[config.mk]
export PLATFORM = sky130hd
export DESIGN_NAME = tlb_assoc
export DESIGN_NICKNAME = d
export VERILOG_FILES = /design/src/rtl/tlb_pkg.sv /design/src/rtl/tlb_cam.sv /design/src/rtl/tlb_assoc.sv
export SDC_FILE = /design/constraint.sdc
export NUM_CORES = 1
export LEC_CHECK = 0
export CAP_MARGIN = 15
export CORE_MARGIN = 4
export CORE_UTILIZATION = 48
export DETAILED_ROUTE_END_ITERATION = 8
export GPL_ROUTABILITY_DRIVEN = 0
export GPL_TIMING_DRIVEN = 1
export PLACE_DENSITY = 0.69
export SETUP_SLACK_MARGIN = 0.15
export SYNTH_ARGS = -nofsm -noshare
export SYNTH_HDL_FRONTEND = slang
export SYNTH_SLANG_ARGS = --single-unit
[constraint.sdc]
create_clock -name clk -period 9.45 [get_ports clk]
set_clock_uncertainty 0.15 [all_clocks]
set_input_delay 2.3625 -clock clk [delete_from_list [all_inputs] [get_ports clk]]
set_output_delay 2.3625 -clock clk [all_outputs]
set_load 0.02 [all_outputs]
[src/rtl/tlb_pkg.sv]
// Shared types and default sizing for the fully-associative TLB.
package tlb_pkg;

  typedef enum logic [1:0] {
    IDLE = 2'd0,
    RESP = 2'd1,
    WALK = 2'd2
  } tlb_state_e;

  localparam int DEF_N_ENTRIES    = 4;
  localparam int DEF_PAGE_WIDTH   = 20;
  localparam int DEF_MISS_LATENCY = 5;

endpackage

[src/rtl/tlb_cam.sv]
// Translation storage: valid/vpage/ppage per entry, parallel match,
// first-invalid search, one read port and one write port.
module tlb_cam
  import tlb_pkg::*;
#(
  parameter int N_ENTRIES  = DEF_N_ENTRIES,
  parameter int PAGE_WIDTH = DEF_PAGE_WIDTH,
  parameter int IDX_W      = $clog2(N_ENTRIES)
) (
  input  logic                  clk,
  input  logic                  rst,
  input  logic                  clr_i,
  input  logic [PAGE_WIDTH-1:0] lk_vpage_i,
  output logic                  hit_o,
  output logic [IDX_W-1:0]      hit_idx_o,
  output logic                  any_inv_o,
  output logic [IDX_W-1:0]      inv_idx_o,
  input  logic [IDX_W-1:0]      rd_idx_i,
  output logic [PAGE_WIDTH-1:0] rd_ppage_o,
  input  logic                  wr_en_i,
  input  logic [IDX_W-1:0]      wr_idx_i,
  input  logic [PAGE_WIDTH-1:0] wr_vpage_i,
  input  logic [PAGE_WIDTH-1:0] wr_ppage_i
);

  logic [N_ENTRIES-1:0]                 valid_q;
  logic [N_ENTRIES-1:0][PAGE_WIDTH-1:0] vpage_q;
  logic [N_ENTRIES-1:0][PAGE_WIDTH-1:0] ppage_q;

  // Entry storage; clear drops only the valid bits, data is don't-care once invalid.
  always_ff @(posedge clk) begin
    if (rst || clr_i) begin
      valid_q <= '0;
    end else if (wr_en_i) begin
      valid_q[wr_idx_i] <= 1'b1;
      vpage_q[wr_idx_i] <= wr_vpage_i;
      ppage_q[wr_idx_i] <= wr_ppage_i;
    end
  end

  // Parallel match and first-invalid search; scanning downward leaves the lowest index.
  always_comb begin
    hit_o     = 1'b0;
    hit_idx_o = '0;
    any_inv_o = 1'b0;
    inv_idx_o = '0;
    for (int i = N_ENTRIES - 1; i >= 0; i--) begin
      if (valid_q[i] && (vpage_q[i] == lk_vpage_i)) begin
        hit_o     = 1'b1;
        hit_idx_o = IDX_W'(i);
      end
      if (!valid_q[i]) begin
        any_inv_o = 1'b1;
        inv_idx_o = IDX_W'(i);
      end
    end
  end

  assign rd_ppage_o = ppage_q[rd_idx_i];

endmodule

[src/rtl/tlb_assoc.sv]
// Fully-associative TLB: one-cycle hits, fixed-latency walk on miss
// (translation = vpage + 1), vpage 0 faults, round-robin replacement.
module tlb_assoc
  import tlb_pkg::*;
#(
  parameter int N_ENTRIES    = DEF_N_ENTRIES,
  parameter int PAGE_WIDTH   = DEF_PAGE_WIDTH,
  parameter int MISS_LATENCY = DEF_MISS_LATENCY
) (
  input  logic                  clk,
  input  logic                  rst,
  input  logic                  req_valid,
  input  logic [PAGE_WIDTH-1:0] req_vpage,
  output logic                  req_ready,
  input  logic                  flush,
  output logic                  resp_valid,
  output logic [PAGE_WIDTH-1:0] resp_ppage,
  output logic                  resp_hit,
  output logic                  resp_exception
);

  localparam int IDX_W = $clog2(N_ENTRIES);
  localparam int CNT_W = $clog2(MISS_LATENCY + 1);

  tlb_state_e            state_q;
  logic [CNT_W-1:0]      cnt_q;
  logic [PAGE_WIDTH-1:0] vpage_q;
  logic [IDX_W-1:0]      rr_q;
  logic                  kill_q;
  logic                  resp_valid_q, resp_hit_q, resp_exc_q;
  logic [PAGE_WIDTH-1:0] resp_ppage_q;

  logic                  cam_hit, cam_any_inv;
  logic [IDX_W-1:0]      cam_hit_idx, cam_inv_idx, victim_idx;
  logic [PAGE_WIDTH-1:0] cam_hit_ppage, walk_ppage;
  logic                  accept, walk_done, fill_en;

  assign req_ready  = (state_q == IDLE) && !flush && !rst;
  assign accept     = req_valid && req_ready;
  assign walk_done  = (state_q == WALK) && (cnt_q == CNT_W'(1));
  // A flush seen at any point of the walk (including its last edge) cancels the fill.
  assign fill_en    = walk_done && !kill_q && !flush;
  assign victim_idx = cam_any_inv ? cam_inv_idx : rr_q;
  assign walk_ppage = vpage_q + PAGE_WIDTH'(1);

  tlb_cam #(
    .N_ENTRIES (N_ENTRIES),
    .PAGE_WIDTH(PAGE_WIDTH),
    .IDX_W     (IDX_W)
  ) u_cam (
    .clk       (clk),
    .rst       (rst),
    .clr_i     (flush),
    .lk_vpage_i(req_vpage),
    .hit_o     (cam_hit),
    .hit_idx_o (cam_hit_idx),
    .any_inv_o (cam_any_inv),
    .inv_idx_o (cam_inv_idx),
    .rd_idx_i  (cam_hit_idx),
    .rd_ppage_o(cam_hit_ppage),
    .wr_en_i   (fill_en),
    .wr_idx_i  (victim_idx),
    .wr_vpage_i(vpage_q),
    .wr_ppage_i(walk_ppage)
  );

  // Control FSM with registered response; response fields default to 0 every cycle.
  always_ff @(posedge clk) begin
    if (rst) begin
      state_q      <= IDLE;
      cnt_q        <= '0;
      vpage_q      <= '0;
      rr_q         <= '0;
      kill_q       <= 1'b0;
      resp_valid_q <= 1'b0;
      resp_hit_q   <= 1'b0;
      resp_exc_q   <= 1'b0;
      resp_ppage_q <= '0;
    end else begin
      resp_valid_q <= 1'b0;
      resp_hit_q   <= 1'b0;
      resp_exc_q   <= 1'b0;
      resp_ppage_q <= '0;
      case (state_q)
        IDLE: if (accept) begin
          if (req_vpage == '0) begin
            state_q      <= RESP;
            resp_valid_q <= 1'b1;
            resp_exc_q   <= 1'b1;
          end else if (cam_hit) begin
            state_q      <= RESP;
            resp_valid_q <= 1'b1;
            resp_hit_q   <= 1'b1;
            resp_ppage_q <= cam_hit_ppage;
          end else begin
            state_q <= WALK;
            cnt_q   <= CNT_W'(MISS_LATENCY);
            vpage_q <= req_vpage;
            kill_q  <= 1'b0;
          end
        end
        WALK: begin
          if (flush) kill_q <= 1'b1;
          if (cnt_q == CNT_W'(1)) begin
            state_q      <= RESP;
            cnt_q        <= '0;
            resp_valid_q <= 1'b1;
            resp_ppage_q <= walk_ppage;
          end else begin
            cnt_q <= cnt_q - CNT_W'(1);
          end
        end
        RESP:    state_q <= IDLE;
        default: state_q <= IDLE;
      endcase
      // Pointer only moves when it actually picked the victim.
      if (flush)
        rr_q <= '0;
      else if (fill_en && !cam_any_inv)
        rr_q <= (rr_q == IDX_W'(N_ENTRIES - 1)) ? '0 : rr_q + IDX_W'(1);
    end
  end

  assign resp_valid     = resp_valid_q;
  assign resp_ppage     = resp_ppage_q;
  assign resp_hit       = resp_hit_q;
  assign resp_exception = resp_exc_q;

endmodule
==> impl_metrics.tcl, run 1 <==
set metrics [dict create \
    rr_worst_depth 7 \
    drt_iter0_drc 678 \
    period_share_pct 69.5 \
    syn2layout_area_growth_pct 15.0 \
    hpwlAfterDp_mm 13.6 \
    p_int_w 0.00154 \
    cap_violations 0 \
    ys_top_cells_by_area "edfxtp_1, dfxtp_1, xnor2_1, mux2i_1, xor2_1" \
    synth_ff_type "edfxtp_1" \
    ys_seq_area_share_pct 64.4 \
    syn_area_per_cell_um2 13.5 \
    cts-root-buf "clkbuf_16" \
    finish.utilization_pct 56.2 \
    cts_num_sinks 215 \
    multi_input_area_mm2 0.00306 \
    regArea_mm2 0.00591 \
    dr_total_vias 5655 \
    overflow 0 \
    synthesis.area_mm2 0.00917 \
    cts_tree "yes" \
    synth_top_area_share_pct 52.4 \
    hp-class "reg -> reg" \
    clock_path_buffers 3 \
    antenna_found_initial 0 \
    ant_nets 0 \
    hold_violations 0 \
    synth_edf_count 160 \
    grt_max_degree 42 \
    tightest_slew_ps 1090 \
    drv_slew 0 \
    min_period_ps 6570 \
    initial_core_util_pct 48.8 \
    layout.nets 751 \
    avgViaCountPerCell 5.81 \
    cts_setup_buffers 0 \
    startpoint_type "input port" \
    status "complete, no violations" \
    io_pins 48 \
    cts_resized 0 \
    relSlewSlack_pct 27.4 \
    synth_seq_cells 215 \
    ys_types 58 \
    p_clk_share_pct 43.7 \
    ctsHoldBuffers 0 \
    synth_cells 679 \
    yosysTopAreaCell "edfxtp_1" \
    syn_nets 707 \
    portBuffers 47 \
    drc 0 \
    p_sw_w 0.000412 \
    powerDensity_mw_per_mm2 186 \
    clkTransAtPathRegs_ps 50 \
    grt_pass1_wl_mm 33.3 \
    p_leak_nw 3.39 \
    drive_gt1_share_pct 8.11 \
    cts_made_buffers 24 \
    cp.arrival_ps 4060 \
    die_w_um 146 \
    diodes 0 \
    die_h_um 146 \
    power.ir.vdd_worst_uv 147 \
    worstHoldPathCells 2 \
    routed_wl_mm 21.1 \
    track_usage_pct 19.8 \
    critical_path_class "in -> out" \
    crit_fanout 35 \
    cp.required_ps 6940 \
    fin_tns_setup_ps 0 \
    die-area_mm2 0.0214 \
    rsz0062_at_grt "no" \
    clk_latency_ps 510 \
    p_comb_share_pct 4.0 \
    cp-end-kind "output pin" \
    rows 50 \
    wl_per_cell_um 21.7 \
    grt_pass1_vias 5918 \
    nFillCells 1517 \
    setup_viol_count_final 0 \
    synthArstFlopShare_pct 0 \
    fmax_ghz 0.152 \
    seqPwrFrac_pct 52.3 \
    htree_num_levels 1 \
    fp.coreArea_mm2 0.0188 \
    swShare_pct 21.1 \
    firstDrtPassIters 5 \
    yosys_warnings 0 \
]
-- placed cells by master, fill, tap and decap left out, types with 2 or more instances in the layout --
master	count
a2bb2oi_2	2
and4_1	5
dfxtp_1	55
or3_1	3
nor4_1	16
nand4b_1	2
buf_4	8
nor3_1	7
and3_1	4
xnor2_1	68
a211oi_1	11
clkbuf_16	24
ha_1	4
nand4_1	24
nor4b_1	2
xor2_1	30
and2_1	15
clkbuf_8	4
mux2i_1	41
a221oi_1	8
clkdlybuf4s50_1	47
clkbuf_1	6
nand2b_1	2
a21oi_1	17
a22oi_1	17
clkinv_1	3
or3b_1	2
nor2_4	5
edfxtp_1	160
or4bb_1	2
a21o_1	2
clkinv_2	3
nand3_1	16
o21ai_0	2
or4_4	2
a221o_1	3
or4_1	4
nor2_1	46
nand2_1	39
inv_1	5
-- Yosys cell counts, drive strengths merged (8+ instances only) --
cell / instances
nand3: 16
nand2: 39
nor3: 9
clkbuf: 15
nor4: 17
mux2i: 41
a211oi: 12
nand4: 25
nor2: 51
a221oi: 8
a21oi: 18
buf: 19
edfxtp: 160
and2: 15
a22oi: 17
xor2: 31
xnor2: 68
dfxtp: 55
-- final timing paths --
check                         startpoint                         to  slack, ps
max                                  rst                  req_ready       2880
min                 rr_q[0]$_SDFFE_PP0P_       rr_q[0]$_SDFFE_PP0P_        340
max reg2reg  u_cam.vpage_q[35]$_DFFE_PP_  resp_ppage[12]$_SDFF_PP0_       6230
min reg2reg         rr_q[0]$_SDFFE_PP0P_       rr_q[0]$_SDFFE_PP0P_        340
-- kinds of logic after synthesis --
kind of cell,Yosys count,synth area share (%)
AO/OA/AOI/OAI,72,6.06
XOR/XNOR,99,9.54
adder cells (fa/ha/maj),4,0.546
buffers and inverters,42,2.74
flip-flops,215,64.4
multiplexers,41,4.48
AND/OR/NAND/NOR,206,12.2
-- cell type report --
class                      instances  share of cell area (%)
multi-input combinational        422                    29.0
sequential                       215                    56.0
timing repair buffer              55                    5.03
tap                              234                    2.78
inverter                           5                   0.178
clock inverter                     9                   0.558
clock buffer                      34                    6.43
-- power by group through the flow --
| stage | Sequential (W) | Clock [W] | Combinational, W |
|---|---|---|---|
| after floorplan | 0.00104 | 0 | 0.0000522 |
| after global placement | 0.00104 | 0 | 0.0000745 |
| after detailed placement | 0.00104 | 0 | 0.0000765 |
| after CTS | 0.00102 | 0.000871 | 0.0000772 |
| after global routing | 0.00102 | 0.000910 | 0.0000839 |
| final | 0.00102 | 0.000855 | 0.0000783 |
-- stage by stage --
stage | setup WS (ps) | std cells | cell area, µm² | power, W | hold slack (ps)
floorplan | 3680 | 679 | 9170 | 0.00109 | 303
global placement | 2900 | 931 | 9800 | 0.00112 | 318
detailed placement | 2880 | 931 | 9800 | 0.00112 | 334
CTS | 2860 | 974 | 10500 | 0.00197 | 342
global route | 2760 | 974 | 10500 | 0.00202 | 385
finish | 2880 | 974 | 10500 | 0.00196 | 338
-- worst max-delay path: stages --
cell and delay [ps]:
clkdlybuf4s50_1 400, buf_4 260, nor4_1 340, clkdlybuf4s50_1 680
-- metal layers --
metal / vias up / wire, µm / GRT usage, % / share of wire [%]
met5: - / 0 / 0 / 0
met4: 0 / 566 / 6.96 / 2.7
met3: 43 / 1490 / 3.45 / 7.1
met2: 244 / 10100 / 32.6 / 48
met1: 2771 / 8930 / 26.5 / 42
li1: 2597 / - / - / -
-- sequential cells by signal, indices dropped and copies added (netlist names) --
name            count
cnt_q               3
kill_q              1
resp_exception      1
resp_hit            1
resp_ppage         20
resp_valid          1
rr_q                2
state_q             2
u_cam.ppage_q      80
u_cam.valid_q       4
u_cam.vpage_q      80
vpage_q            20
Power figures use the tool's default switching activity.
==> run 2: changes to the inputs <==
PLACE_DENSITY = 0.72   (was 0.69)
clock period = 5.75 ns   (was 9.45 ns; I/O delays follow)
==> impl_metrics.tcl, run 2 (synthesized netlist as in run 1, its figures left out) <==
set metrics [dict create \
    hold_path_end "rr_q[0]$_SDFFE_PP0P_" \
    layout.nets 755 \
    cp.required_ps 4160 \
    ctsHoldBuffers 0 \
    routed_wl_mm 21.7 \
    worstHoldPathCells 2 \
    rr_startpoint "cnt_q[0]$_SDFFE_PP0P_" \
    htree_num_levels 1 \
    regToRegSetupSlack_ps 2610 \
    syn2layout_area_growth_pct 15.6 \
    powerDensity_mw_per_mm2 310 \
    die-area_mm2 0.0214 \
    multi_input_area_mm2 0.00305 \
    drc 0 \
    diodes 0 \
    rr_worst_depth 6 \
    finalInstanceArea_mm2 0.0106 \
    setup_viol_count_final 0 \
    drv_slew 0 \
    hold_start "rr_q[0]$_SDFFE_PP0P_" \
    cpMostUsedCell "clkdlybuf4s50_1" \
    clk_latency_ps 510 \
    hp-class "reg -> reg" \
    min_period_ps 4630 \
    drt_iter0_drc 645 \
    period_share_pct 80.5 \
    nFillCells 1455 \
    overflow 0 \
    tightest_slew_ps 1100 \
    rsz0062_at_grt "no" \
    cap_violations 0 \
    fmax_ghz 0.216 \
    rows 50 \
    critical_path_class "in -> out" \
    cts-root-buf "clkbuf_16" \
    dr_total_vias 5785 \
    cts_made_buffers 24 \
    cts_resized 0 \
    dpl_cell_area_mm2 0.00983 \
    hold_violations 0 \
    firstDrtPassIters 5 \
    die_h_um 146 \
    crit_slowest_cell "clkdlybuf4s50_1" \
    portBuffers 47 \
    cts_setup_buffers 0 \
    crit_fanout 7 \
    initial_core_util_pct 48.8 \
    startpoint_type "input port" \
    io_pins 48 \
    grt_pass1_wl_mm 34.1 \
    drive_gt1_share_pct 8.59 \
    p_leak_nw 3.42 \
    grt_pass1_vias 5948 \
    avgViaCountPerCell 5.91 \
    path_cells "clkdlybuf4s50_1, nor4_1, clkdlybuf4s50_1" \
    clock_path_buffers 3 \
    die_w_um 146 \
    clkTransAtPathRegs_ps 60 \
    ant_nets 0 \
    cp.arrival_ps 3040 \
    hpwlAfterDp_mm 14.2 \
    top_regs "u_cam.ppage_q x80, u_cam.vpage_q x80" \
    cts_num_sinks 215 \
    track_usage_pct 20.2 \
    status "complete, no violations" \
    slowest_delay_ps 690 \
    fp.coreArea_mm2 0.0188 \
    antenna_found_initial 0 \
    cts_tree "yes" \
    final_cell_mix "edfxtp_1, xnor2_1, dfxtp_1, clkdlybuf4s50_1, nor2_1" \
    power.ir.vdd_worst_uv 208 \
    reg2reg_to "u_cam.ppage_q[78]$_DFFE_PP_" \
    relSlewSlack_pct 26.4 \
    fin_tns_setup_ps 0 \
    grt_max_degree 41 \
    final_common_cell "edfxtp_1" \
    regArea_mm2 0.00591 \
    wl_per_cell_um 22.2 \
    cp-end-kind "output pin" \
]
==> run 2: critical path, delay by kind of cell <==
family,cells,cell delay (ps)
buffers and inverters,2,1200
AND/OR/NAND/NOR,1,400
==> run 2: layout make-up <==
| class | count | share of cell area [%] |
|---|---|---|
| Multi-Input combinational cell | 422 | 28.8 |
| Tap cell | 234 | 2.76 |
| Clock inverter | 7 | 0.578 |
| Timing Repair Buffer | 59 | 5.29 |
| Clock buffer | 37 | 6.70 |
| Inverter | 5 | 0.177 |
| Sequential cell | 215 | 55.7 |
==> run 2: metal layers <==
layer  vias to the layer above  share of wire (%)  global-route usage (%)  wire length [µm]
met4                         0                2.6                    6.30               561
met2                       263                 49                    33.9             10600
met3                        54                7.4                    3.57              1600
met1                      2845                 41                    26.9              8930
met5                         -                  0                       0                 0
li1                       2623                  -                       -                 -
==> run 2: worst max path at each step <==
stage / cells after the start / startpoint / endpoint / slack (ps)
floorplan: 3 / flush / u_cam.ppage_q[40]$_DFFE_PP_ / 1130
global placement: 8 / req_vpage[4] / vpage_q[9]$_SDFFE_PP0P_ / 1130
detailed placement: 8 / req_vpage[2] / vpage_q[18]$_SDFFE_PP0P_ / 1060
CTS: 3 / flush / req_ready / 1130
global route: 3 / flush / req_ready / 980
finish: 3 / flush / req_ready / 1120
==> run 2: report_power, final <==
group | internal (W) | total [W] | leakage, nW | switching (W)
Clock | 0.000893 | 0.00147 | 0.380 | 0.000581
Combinational | 0.0000508 | 0.000129 | 1.16 | 0.0000780
Sequential | 0.00167 | 0.00168 | 1.88 | 0.0000157
Total | 0.00261 | 0.00328 | 3.42 | 0.000675
==> run 2: through the flow <==
stage                     util (%)  worst slack (ps)  hold slack, ps  total power [W]  std cells
final                         56.5              1120             334          0.00328        979
after global routing          56.5               984             364          0.00339        979
after CTS                     56.5              1130             343          0.00330        979
after detailed placement      52.4              1060             335          0.00184        935
after global placement        52.4              1130             319          0.00184        935
after floorplan                  -              1130             303          0.00179        679
